**src/rtl/seq_shift_add_mult_if.sv**
```systemverilog
// Operand/product handshake bundle for the shift-add multiplier.
// Master drives operands and out_ready; slave is the multiplier.
interface seq_shift_add_mult_if #(
    parameter int WIDTH = 32,
    parameter int CW    = $clog2(WIDTH + 1)
);
    logic                 in_valid;
    logic                 in_ready;
    logic [WIDTH-1:0]     in_a;
    logic [WIDTH-1:0]     in_b;
    logic                 in_signed;
    logic                 out_valid;
    logic                 out_ready;
    logic [2*WIDTH-1:0]   out_product;
    logic [CW-1:0]        out_cycles;

    modport master (
        output in_valid,
        output in_a,
        output in_b,
        output in_signed,
        output out_ready,
        input  in_ready,
        input  out_valid,
        input  out_product,
        input  out_cycles
    );

    modport slave (
        input  in_valid,
        input  in_a,
        input  in_b,
        input  in_signed,
        input  out_ready,
        output in_ready,
        output out_valid,
        output out_product,
        output out_cycles
    );
endinterface

```
**src/rtl/seq_shift_add_mult.sv**
```systemverilog
// Sequential shift-and-add multiplier, one multiplier bit per clock.
// Signed mode works on magnitudes and negates the result at the end.
module seq_shift_add_mult #(
    parameter int WIDTH      = 32,
    parameter int EARLY_EXIT = 0,
    parameter int CW         = $clog2(WIDTH + 1)
) (
    input  logic                  clk,
    input  logic                  rst,
    seq_shift_add_mult_if.slave   bus
);

    localparam int PW = 2 * WIDTH;

    typedef enum logic [1:0] {
        IDLE = 2'd0,
        MUL  = 2'd1,
        DONE = 2'd2
    } state_t;

    state_t           state_q;
    logic [PW-1:0]    acc_q;
    logic [PW-1:0]    mcand_q;
    logic [WIDTH-1:0] mplier_q;
    logic [CW-1:0]    cnt_q;
    logic             neg_q;
    logic             in_ready_q;
    logic             out_valid_q;
    logic [PW-1:0]    prod_q;
    logic [CW-1:0]    cyc_q;

    logic [WIDTH-1:0] amag_d;
    logic [WIDTH-1:0] bmag_d;
    logic             neg_d;
    logic [PW-1:0]    acc_d;
    logic [PW-1:0]    mcand_d;
    logic [WIDTH-1:0] mplier_d;
    logic [CW-1:0]    cnt_d;
    logic             last_d;
    logic [PW-1:0]    prod_d;
    logic             accept_d;

    // Operand magnitudes and result sign taken at capture time.
    // Negating the most-negative value yields 2^(WIDTH-1), which
    // is still correct when read back as an unsigned magnitude.
    always_comb begin
        amag_d = bus.in_a;
        bmag_d = bus.in_b;
        neg_d  = 1'b0;
        if (bus.in_signed) begin
            if (bus.in_a[WIDTH-1]) amag_d = -bus.in_a;
            if (bus.in_b[WIDTH-1]) bmag_d = -bus.in_b;
            neg_d = bus.in_a[WIDTH-1] ^ bus.in_b[WIDTH-1];
        end
    end

    // One shift-add iteration and its termination test.
    // The shifted multiplier is what early exit looks at, so b=0
    // still spends exactly one cycle in MUL.
    always_comb begin
        acc_d    = mplier_q[0] ? acc_q + mcand_q : acc_q;
        mcand_d  = mcand_q << 1;
        mplier_d = mplier_q >> 1;
        cnt_d    = cnt_q + CW'(1);
        last_d   = (cnt_d == CW'(WIDTH));
        if (EARLY_EXIT != 0 && mplier_d == '0) last_d = 1'b1;
        prod_d   = neg_q ? -acc_d : acc_d;
    end

    assign accept_d = bus.in_valid & in_ready_q;

    // Control FSM, datapath registers and registered outputs.
    always_ff @(posedge clk or posedge rst) begin
        if (rst) begin
            state_q     <= IDLE;
            acc_q       <= '0;
            mcand_q     <= '0;
            mplier_q    <= '0;
            cnt_q       <= '0;
            neg_q       <= 1'b0;
            in_ready_q  <= 1'b1;
            out_valid_q <= 1'b0;
            prod_q      <= '0;
            cyc_q       <= '0;
        end else begin
            unique case (state_q)
                IDLE: begin
                    if (accept_d) begin
                        acc_q      <= '0;
                        mcand_q    <= PW'(amag_d);
                        mplier_q   <= bmag_d;
                        cnt_q      <= '0;
                        neg_q      <= neg_d;
                        in_ready_q <= 1'b0;
                        state_q    <= MUL;
                    end
                end
                MUL: begin
                    acc_q    <= acc_d;
                    mcand_q  <= mcand_d;
                    mplier_q <= mplier_d;
                    cnt_q    <= cnt_d;
                    if (last_d) begin
                        prod_q      <= prod_d;
                        cyc_q       <= cnt_d;
                        out_valid_q <= 1'b1;
                        state_q     <= DONE;
                    end
                end
                DONE: begin
                    if (bus.out_ready) begin
                        out_valid_q <= 1'b0;
                        in_ready_q  <= 1'b1;
                        state_q     <= IDLE;
                    end
                end
                default: begin
                    out_valid_q <= 1'b0;
                    in_ready_q  <= 1'b1;
                    state_q     <= IDLE;
                end
            endcase
        end
    end

    assign bus.in_ready    = in_ready_q;
    assign bus.out_valid   = out_valid_q;
    assign bus.out_product = prod_q;
    assign bus.out_cycles  = cyc_q;

endmodule

```
**src/flat_wrapper.sv**
```systemverilog
// flat-port wrapper written by rule: the top's interface ports become plain ports
module seq_shift_add_mult_flat 
#(
    parameter int WIDTH      = 32,
    parameter int EARLY_EXIT = 0,
    parameter int CW         = $clog2(WIDTH + 1)
)
  (clk, rst, bus_in_valid, bus_in_a, bus_in_b, bus_in_signed, bus_out_ready, bus_in_ready, bus_out_valid, bus_out_product, bus_out_cycles);
  seq_shift_add_mult_if #(.WIDTH(WIDTH), .CW(CW)) bus_i ();
  input  logic clk;
  input  logic rst;
  input wire logic [$bits(bus_i.in_valid)-1:0] bus_in_valid;
  input wire logic [$bits(bus_i.in_a)-1:0] bus_in_a;
  input wire logic [$bits(bus_i.in_b)-1:0] bus_in_b;
  input wire logic [$bits(bus_i.in_signed)-1:0] bus_in_signed;
  input wire logic [$bits(bus_i.out_ready)-1:0] bus_out_ready;
  output wire logic [$bits(bus_i.in_ready)-1:0] bus_in_ready;
  output wire logic [$bits(bus_i.out_valid)-1:0] bus_out_valid;
  output wire logic [$bits(bus_i.out_product)-1:0] bus_out_product;
  output wire logic [$bits(bus_i.out_cycles)-1:0] bus_out_cycles;
  assign bus_i.in_valid = bus_in_valid;
  assign bus_i.in_a = bus_in_a;
  assign bus_i.in_b = bus_in_b;
  assign bus_i.in_signed = bus_in_signed;
  assign bus_i.out_ready = bus_out_ready;
  assign bus_in_ready = bus_i.in_ready;
  assign bus_out_valid = bus_i.out_valid;
  assign bus_out_product = bus_i.out_product;
  assign bus_out_cycles = bus_i.out_cycles;
  seq_shift_add_mult #(.WIDTH(WIDTH), .EARLY_EXIT(EARLY_EXIT), .CW(CW)) u_core (.clk(clk), .rst(rst), .bus(bus_i));
endmodule
```
**config.mk**
```make
export PLATFORM = sky130hd
export DESIGN_NAME = seq_shift_add_mult_flat
export DESIGN_NICKNAME = d
export VERILOG_FILES = /design/src/rtl/seq_shift_add_mult_if.sv /design/src/rtl/seq_shift_add_mult.sv /design/src/flat_wrapper.sv
export SDC_FILE = /design/constraint.sdc
export NUM_CORES = 1
export LEC_CHECK = 0
export ABC_AREA = 1
export CORE_MARGIN = 2
export CORE_UTILIZATION = 50
export DETAILED_ROUTE_END_ITERATION = 6
export PLACE_DENSITY = 0.73
export SYNTH_ARGS = -nofsm -noshare
export SYNTH_HDL_FRONTEND = slang
export SYNTH_SLANG_ARGS = --single-unit
```
**constraint.sdc**
```tcl
create_clock -name clk -period 10.5 [get_ports clk]
set_input_delay 2.1 -clock clk [delete_from_list [all_inputs] [get_ports clk]]
set_output_delay 2.1 -clock clk [all_outputs]
set_load 0.02 [all_outputs]
```
==> results.yml, run 1 <==
outcome:
  outcome: "complete, no violations"
synth:
  syn-cell-area_mm2: 0.01971
  ys_async_sr_fraction_pct: 100.0
  syn_inst: 3257
  synth_top_cell_by_area: "dfrtp_1"
  ys_seq_elements: 241
  synth_area_leaders: "dfrtp_1 30%, nand2_1 24%, inv_1 9.8%, nor2_1 4.8%, nand3_1 4.7%"
  synth_edf_count: 0
  ys_seq_area_share_pct: 30.61
  synth_area_per_cell_um2: 6.050
  synth_flop_cell: "dfrtp_1"
  synth_top_area_share_pct: 30.48
  syn_nets: 3394
  ys_warn_count: 0
  synth.distinct_cells: 46
layout:
  fin_nets: 3485
  area_growth_pct: 13.99
  antenna_cells: 0
  drive_above_1_share_pct: 4.958
  final_cells: 3886
  fin_area_mm2: 0.02246
clock_network:
  ctsResizeCount: 0
  cts_tree: "done"
  cts_buffers: 28
  clk_latency_ns: 0.56
  cts_buffer_depth: 3
  cts_sinks: 241
  htree_levels: 1
  hold_buffers: 0
  clockRootBuffer: "clkbuf_16"
  cts.clk_slew.worst_paths_ns: 0.06
  cts_setup_buffers: 0
floorplanning:
  fp.dieW_um: 202.5
  start_util_pct: 50.87
  coreArea_mm2: 0.03874
  rows: 72
  ios: 141
  fp.dieH_um: 202.5
  die_area_mm2: 0.04102
worst_setup_path:
  critical-path-top-delay-family: "buffers and inverters"
  slowest_stage: "clkinv_2"
  critPathRequiredTime_ns: 10.92
  worstPathArrival_ns: 5.32
  critical_path_class: "input pin to register"
  worst-path-max-fanout: 69
  crit_buf_inv: 3
  cp-start-kind: "input pin"
  cpPeakStageDelay_ns: 0.85
  path_cells: "clkdlybuf4s50_1 -> nand2_1 -> nor2_1 -> nor2_4 -> clkinv_2 -> buf_4 -> o211ai_1 -> o21ai_0"
  end_kind: "register"
timing:
  min_period_over_period_pct: 46.66
  worstMarginPinSlew_ns: 1.065
  max_freq_ghz: 0.2041
  hold_viol: 0
  setup_viol: 0
  rsz0062_at_grt: "false"
  final_max_slew_viol_count: 0
  fin_setup_tns_ns: 0
  slew_headroom_pct: 28.80
  skew_ns: 0.02434
  min_period_ns: 4.899
placement:
  post_dp_cell_area_mm2: 0.02152
  port_buffers: 140
  dp_cells: 3836
  hpwl_um: 51370
  gp_congestion: 0.9853
global_routing:
  antenna_found_initial: 1
  grt_use_total_pct: 32.10
  grt-ovfl-total: 0
  grt_max_degree: 112
  grt_pass1_wl_um: 104700
  grt_pass1_vias: 19520
power_and_ir_drop:
  pwr-share-clk_pct: 11.8
  vdd_drop_max_uv: 234.3
  p_seq_share_pct: 20.4
  leakage_uw: 0.01192
  intPower_uw: 3698
  swShare_pct: 56.23
  power.density_mw_per_mm2: 376.2
  power_switching_uw: 4752
  combPwrFrac_pct: 67.7
routing:
  drc: 0
  drtIter0Drc: 2261
  wl_um: 66260
  ant_nets: 0
  wl_per_cell_um: 17.05
  vias: 21320
  drt_pass1_iterations: 6
  vias_per_cell: 5.487
job:
  maxCapViolations: 0
min_path:
  hp-class: "register to register"
## cells by family (layout without fill, tap and decap cells)
family / Yosys count / after routing / synth area share (%)
adders and majority gates: 68 / 68 / 4.356
DFF: 241 / 241 / 30.61
AOI/OAI and AO/OA: 444 / 444 / 12.72
buffers and inverters: 627 / 738 / 12.03
and+or+nand+nor: 1831 / 1831 / 38.24
xor gates and xnor gates: 46 / 46 / 2.044
## sequential cells by signal (all words and copies together) (netlist names)
register,cells
u_core.acc_q,64
u_core.bus.out_product,64
u_core.mcand_q,64
u_core.mplier_q,32
u_core.bus.out_cycles,6
u_core.cnt_q,6
u_core.state_q,2
u_core.bus.in_ready,1
u_core.bus.out_valid,1
u_core.neg_q,1
## cells in the final DEF (no fill, tap or decap), drive strengths merged, types with 2 or more instances in the layout
cell type / count
xnor2: 11
a21boi: 4
nand2: 1272
a21oi: 104
a22o: 2
nor4: 2
a31oi: 11
and3: 2
buf: 12
nand4: 29
clkinv: 12
nor3: 25
clkdlybuf4s50: 140
o31ai: 5
o22ai: 49
o21ai: 206
nand3: 195
o211ai: 55
inv: 533
o21a: 3
bufinv: 3
ha: 67
o21bai: 3
nor2: 281
and2: 2
clkbuf: 37
nand3b: 6
xor2: 35
dfrtp: 240
or2: 17
## synth_stat cells, types with 18 or more instances
cell / instances
a21oi_1: 104
clkbuf_1: 71
dfrtp_1: 240
ha_1: 67
inv_1: 515
inv_2: 18
nand2_1: 1250
nand2_2: 20
nand3_1: 187
nand4_1: 28
nor2_1: 253
nor2_2: 20
nor3_1: 24
o211ai_1: 55
o21ai_0: 182
o21ai_1: 18
o22ai_1: 49
xor2_1: 35
## stage by stage
step | total power [uW] | setup slack [ns] | hold slack, ns | utilization [%]
6_report | 8450 | 5.601 | 0.4781 | 57.99
5_1_grt | 9149 | 5.340 | 0.4962 | 57.99
4_1_cts | 8300 | 5.658 | 0.4762 | 57.99
3_5_place_dp | 7253 | 5.082 | 0.4630 | 55.56
3_3_place_gp | 7135 | 5.167 | 0.4522 | 55.56
2_1_floorplan | 5486 | 1.785 | 0.4438 | -
## metal layers
layer  part of all wire [%]  track usage [%]  wire (um)  vias up
li1                       -                -          -    10370
met1                     47            50.18      31230     9927
met2                     42            47.75      27670      954
met3                    9.4            3.756       6201       75
met4                    1.7            6.074       1131        2
met5                  0.030                0         20        -
## worst reg2reg max path, delay by kind of cell (launching register included)
| kind | cells | cell delay [ns] |
|---|---|---|
| compound gates | 2 | 0.32 |
| buf+inv | 6 | 2.70 |
| flops | 1 | 0.48 |
| simple gates | 4 | 0.80 |
## cell type report
| type | instances | area (um2) |
|---|---|---|
| Fill cell | 3840 | 16270 |
| Multi-Input combinational cell | 2389 | 11330 |
| Sequential cell | 241 | 6035 |
| Inverter | 536 | 2021 |
| Timing Repair Buffer | 152 | 1491 |
| Clock buffer | 37 | 784.5 |
| Tap cell | 518 | 648.1 |
| Clock inverter | 13 | 157.7 |
## path summary, 6_finish.rpt
check,depth (start not counted),from,end,slack (ns)
max,8,bus_in_valid,u_core.mcand_q[1],5.60
min,1,u_core.bus.out_cycles[5],u_core.bus.out_cycles[5],0.48
max reg2reg,12,u_core.state_q[0],u_core.bus.out_product[8],6.14
min reg2reg,1,u_core.bus.out_cycles[5],u_core.bus.out_cycles[5],0.48
max in group asynchronous,3,rst,u_core.bus.out_product[35],6.87
min in group asynchronous,2,rst,u_core.bus.out_product[53],2.12
## power groups by stage
stage	clock (uW)	sequential, uW	combinational [uW]
global route	1050	1760	6340
floorplan	0	1700	3790
detailed placement	0	1710	5540
CTS	1010	1710	5580
global placement	0	1710	5430
finish	1000	1730	5720
No activity file was read; power rests on OpenSTA's default activity.
==> inputs of run 2 (changes only) <==
clock period = 4.7 ns   (was 10.5 ns; I/O delays follow)
==> results.yml, run 2 (synthesis results as in run 1) <==
placement:
  gp_congestion: 1.011
  post_dp_cell_area_mm2: 0.02159
  pre_cts_ws_ns: 0.8743
  hpwl_um: 54910
  port_buffers: 140
layout:
  area_growth_pct: 14.70
  fin_area_mm2: 0.02260
  fin_nets: 3491
  n_fill_cell: 3902
  final_core_util_pct: 58.35
  layout_commonest_cell: "nand2_1"
  mostFrequentLayoutCells: "1250 x nand2_1, 511 x inv_1, 250 x nor2_1"
  drive_above_1_share_pct: 5.299
global_routing:
  grt_max_degree: 111
  grt_pass1_wl_um: 110100
  grt_use_total_pct: 34.26
  antenna_found_initial: 1
  grt-ovfl-total: 0
  grt_pass1_vias: 19950
worst_setup_path:
  cp-start-kind: "register"
  critPathRequiredTime_ns: 5.19
  worst-path-max-fanout: 5
  worstPathArrival_ns: 4.26
  critical_path_class: "register to register"
  end_kind: "register"
floorplanning:
  rows: 72
  coreArea_mm2: 0.03874
  fp.dieW_um: 202.5
  die_area_mm2: 0.04102
  fp.dieH_um: 202.5
  start_util_pct: 50.87
  ios: 141
timing:
  fin_setup_tns_ns: 0
  setup_viol: 0
  slew_headroom_pct: 18.26
  min_period_ns: 3.766
  rsz0062_at_grt: "false"
  min_period_over_period_pct: 80.13
  worstMarginPinSlew_ns: 1.226
  final_max_slew_viol_count: 0
  hold_viol: 0
  skew_ns: 0.03711
  max_freq_ghz: 0.2655
  fin_ws_ns: 0.9341
routing:
  vias: 21210
  drc: 0
  vias_per_cell: 5.444
  ant_nets: 0
  drt_pass1_iterations: 6
  wl_um: 70030
  wl_per_cell_um: 17.97
  drtIter0Drc: 2103
clock_network:
  cts_buffers: 30
  htree_levels: 1
  ctsResizeCount: 0
  cts_tree: "done"
  clockRootBuffer: "clkbuf_16"
  cts_sinks: 241
  cts_setup_buffers: 0
  cts.clk_slew.worst_paths_ns: 0.06
  cts_buffer_depth: 3
  clk_latency_ns: 0.61
  hold_buffers: 0
job:
  maxCapViolations: 0
min_path:
  hp-class: "register to register"
outcome:
  outcome: "complete, no violations"
power_and_ir_drop:
  leakage_uw: 0.01198
  vdd_drop_max_uv: 416.1
  power.density_mw_per_mm2: 851.7
## run 2: worst max-delay path, cell delays in order (launching register included)
cell	delay, ns
dfrtp_1	0.46
ha_1	0.47
nand2_1	0.13
nor2_1	0.33
nand2_1	0.18
nor2_1	0.12
nand2_1	0.08
nand3_1	0.24
nand2_1	0.10
nand2_1	0.24
o21ai_2	0.15
inv_2	0.09
nand2_1	0.05
nor2_1	0.12
nand2_1	0.16
nor2_8	0.15
nand2_4	0.09
o21ai_2	0.17
nand3_1	0.10
nand3_1	0.13
nand2_1	0.08
## run 2: through the flow
step	hold slack, ns	power [uW]	instances
floorplan	0.4438	12260	3257
global placement	0.4517	16230	3840
detailed placement	0.4659	16410	3840
CTS	0.4819	18930	3896
global route	0.4950	20830	3896
finish	0.4803	19250	3897
## run 2: per-layer routing
layer	track usage (%)	part of all wire, %	routed length, um
met1	52.28	47	33020
met2	48.36	40	27900
met3	6.918	9.8	6856
met4	10.40	3.2	2257
met5	0	0	0
## run 2: worst paths after layout
kind	end	from	cells past startpoint	slack, ns
max	u_core.bus.out_product[59]	u_core.acc_q[17]	20	0.93
min	u_core.mplier_q[4]	u_core.mplier_q[4]	2	0.48
max reg2reg	u_core.bus.out_product[59]	u_core.acc_q[17]	20	0.93
min reg2reg	u_core.mplier_q[4]	u_core.mplier_q[4]	2	0.48
max in group asynchronous	u_core.mplier_q[0]	rst	3	2.85
min in group asynchronous	u_core.mcand_q[27]	rst	2	0.86
## run 2: final cells by class
class                      instances  area (um2)  area share, %
multi-input combinational       2389       11330          50.11
sequential                       241        6035          26.70
inverter                         536        2017          8.923
timing repair buffer             156        1559          6.897
clock buffer                      33       772.0          3.415
tap                              518       648.1          2.867
clock inverter                    23       244.0          1.079
antenna                            1       2.502        0.01107
## run 2: where the power goes
group / leakage, uW / switching, uW / internal [uW] / total [uW]
combinational: 0.00842 / 9040 / 3900 / 12900
sequential: 0.00306 / 872 / 3030 / 3900
clock: 0.000499 / 1040 / 1370 / 2410
==> inputs of run 3 (changes only) <==
clock period = 3.78 ns   (was 4.7 ns; I/O delays follow)
==> results.yml, run 3 (synthesis results as in run 1) <==
global_routing:
  grt_util_met3_pct: 5.778
  grt_pass1_wl_um: 107100
  met2_usage_pct: 47.90
  top_usage_layer: "met1"
  grt_pass1_vias: 19950
  grt_max_degree: 114
  antenna_found_initial: 0
  grt_use_total_pct: 32.86
  grt-ovfl-total: 0
  grt_use_met1_pct: 50.03
clock_network:
  cts_buffer_depth: 3
  clk_latency_ns: 0.58
  clockRootBuffer: "clkbuf_16"
  hold_buffers: 0
  cts.clk_slew.worst_paths_ns: 0.06
  cts_buffers: 27
  htree_levels: 1
  cts_sinks: 241
  cts_tree: "done"
power_and_ir_drop:
  p_total_uw: 23670
  swShare_pct: 56.32
  p_seq_share_pct: 20.5
  power_switching_uw: 13330
  pwr-share-clk_pct: 11.4
  intPower_uw: 10340
  combPwrFrac_pct: 68.2
  vdd_drop_max_uv: 575.2
  power.density_mw_per_mm2: 1042
  leakage_uw: 0.01201
worst_setup_path:
  cpPeakStageDelay_ns: 0.45
  r2r_start: "u_core.acc_q[19]"
  critical-path-top-delay-family: "simple AND/OR/NAND/NOR gates"
  crit_top_cell: "nand2_1"
  critical_path_class: "register to register"
  setup.worst_path.start: "u_core.acc_q[19]"
  worst-path-max-fanout: 5
  slowest_stage: "dfrtp_1"
  end_kind: "register"
  critPathRequiredTime_ns: 4.29
  path_cells: "ha_2 -> nand2_1 -> nor2_1 -> nand2_1 -> nor2_1 -> nand2_1 -> nand3_1 -> nand2_1 -> nand2_1 -> nand2_1 -> nand3_1 -> nand2_1 -> inv_1 -> nand2_1 -> nor2_2 -> nand2_1 -> o21ai_2 -> or2_1 -> nand3_1 -> nand2_1"
  worstPathArrival_ns: 4.10
  crit_buf_inv: 1
  cp-start-kind: "register"
layout:
  final_core_util_pct: 58.67
  antenna_cells: 0
  mostFrequentLayoutCells: "1243 x nand2_1, 511 x inv_1, 243 x nor2_1"
  area_growth_pct: 15.32
  layout_commonest_cell: "nand2_1"
  fin_nets: 3502
  drive_above_1_share_pct: 6.113
  n_fill_cell: 3857
placement:
  gp_congestion: 0.9988
  port_buffers: 140
  hpwl_um: 52380
timing:
  worstMarginPinSlew_ns: 0.7743
  min_period_ns: 3.585
  final_max_slew_viol_count: 0
  max_freq_ghz: 0.2789
  rsz0062_at_grt: "true"
  slew_headroom_pct: 48.27
  min_period_over_period_pct: 94.85
  hold_viol: 0
  setup_viol: 0
  skew_ns: 0.01211
floorplanning:
  rows: 72
  die_area_mm2: 0.04102
  ios: 141
  start_util_pct: 50.87
  coreArea_mm2: 0.03874
  fp.dieH_um: 202.5
  fp.dieW_um: 202.5
routing:
  drtIter0Drc: 2194
  wl_per_cell_um: 17.26
  vias_per_cell: 5.482
  wl_um: 67390
  drt_pass1_iterations: 7
  drc: 9
  ant_nets: 0
  vias: 21400
min_path:
  min_from: "u_core.mplier_q[9]"
  hp-class: "register to register"
job:
  maxCapViolations: 0
outcome:
  violations: "design-rule violations"
  outcome: "finished, violations left"
## run 3: layer usage
metal	wire, um	vias up	share of wire [%]
met3	6848	109	10
met5	0	-	0
met4	1892	0	2.8
met1	30970	9892	46
met2	27680	979	41
li1	-	10420	-
## run 3: worst paths after layout
path | to | slack [ns] | cells past startpoint
max in group asynchronous | u_core.mcand_q[50] | 2.21 | 3
min | u_core.mplier_q[9] | 0.48 | 2
max | u_core.bus.out_product[43] | 0.19 | 20
min reg2reg | u_core.mplier_q[9] | 0.48 | 2
max reg2reg | u_core.bus.out_product[43] | 0.19 | 20
min in group asynchronous | u_core.mcand_q[6] | 0.66 | 2
## run 3: power by group through the flow
stage	Clock [uW]	Combinational, uW	Sequential (uW)
finish	2690	16100	4850
global route	2820	17900	4940
floorplan	0	10500	4710
global placement	0	15200	4790
detailed placement	0	15500	4810
CTS	2730	15600	4790
## run 3: layout make-up
type | count | area, um2 | share of cell area, %
multi-input combinational | 2389 | 11410 | 50.20
inverter | 536 | 2017 | 8.875
timing repair buffer | 170 | 1727 | 7.598
sequential | 241 | 6035 | 26.55
clock buffer | 38 | 757.0 | 3.331
tap | 518 | 648.1 | 2.852
clock inverter | 12 | 133.9 | 0.5891
## run 3: tightest hold or removal path, stage by stage, from the launching register on
cell and delay (ns):
dfrtp_1 0.34, nand2_1 0.05, nand2_1 0.06
## run 3: through the flow
stage               setup slack [ns]  hold WS (ns)  instances  area, um2  TNS (ns)
finish                        0.1947        0.4766       3904      22730         0
global route                -0.02218        0.5046       3904      22730  -0.04531
CTS                           0.2275        0.4775       3902      22630         0
detailed placement            0.1484        0.4633       3852      21740         0
global placement              0.2193        0.4565       3852      21740         0
floorplan                    -0.1370        0.4438       3257      19710    -32.88
## run 3: timing repair
item | in CTS | in global routing
setup endpoints to repair | 0 | 28
buffers inserted | 0 | 2
gates resized for setup | 0 | 27
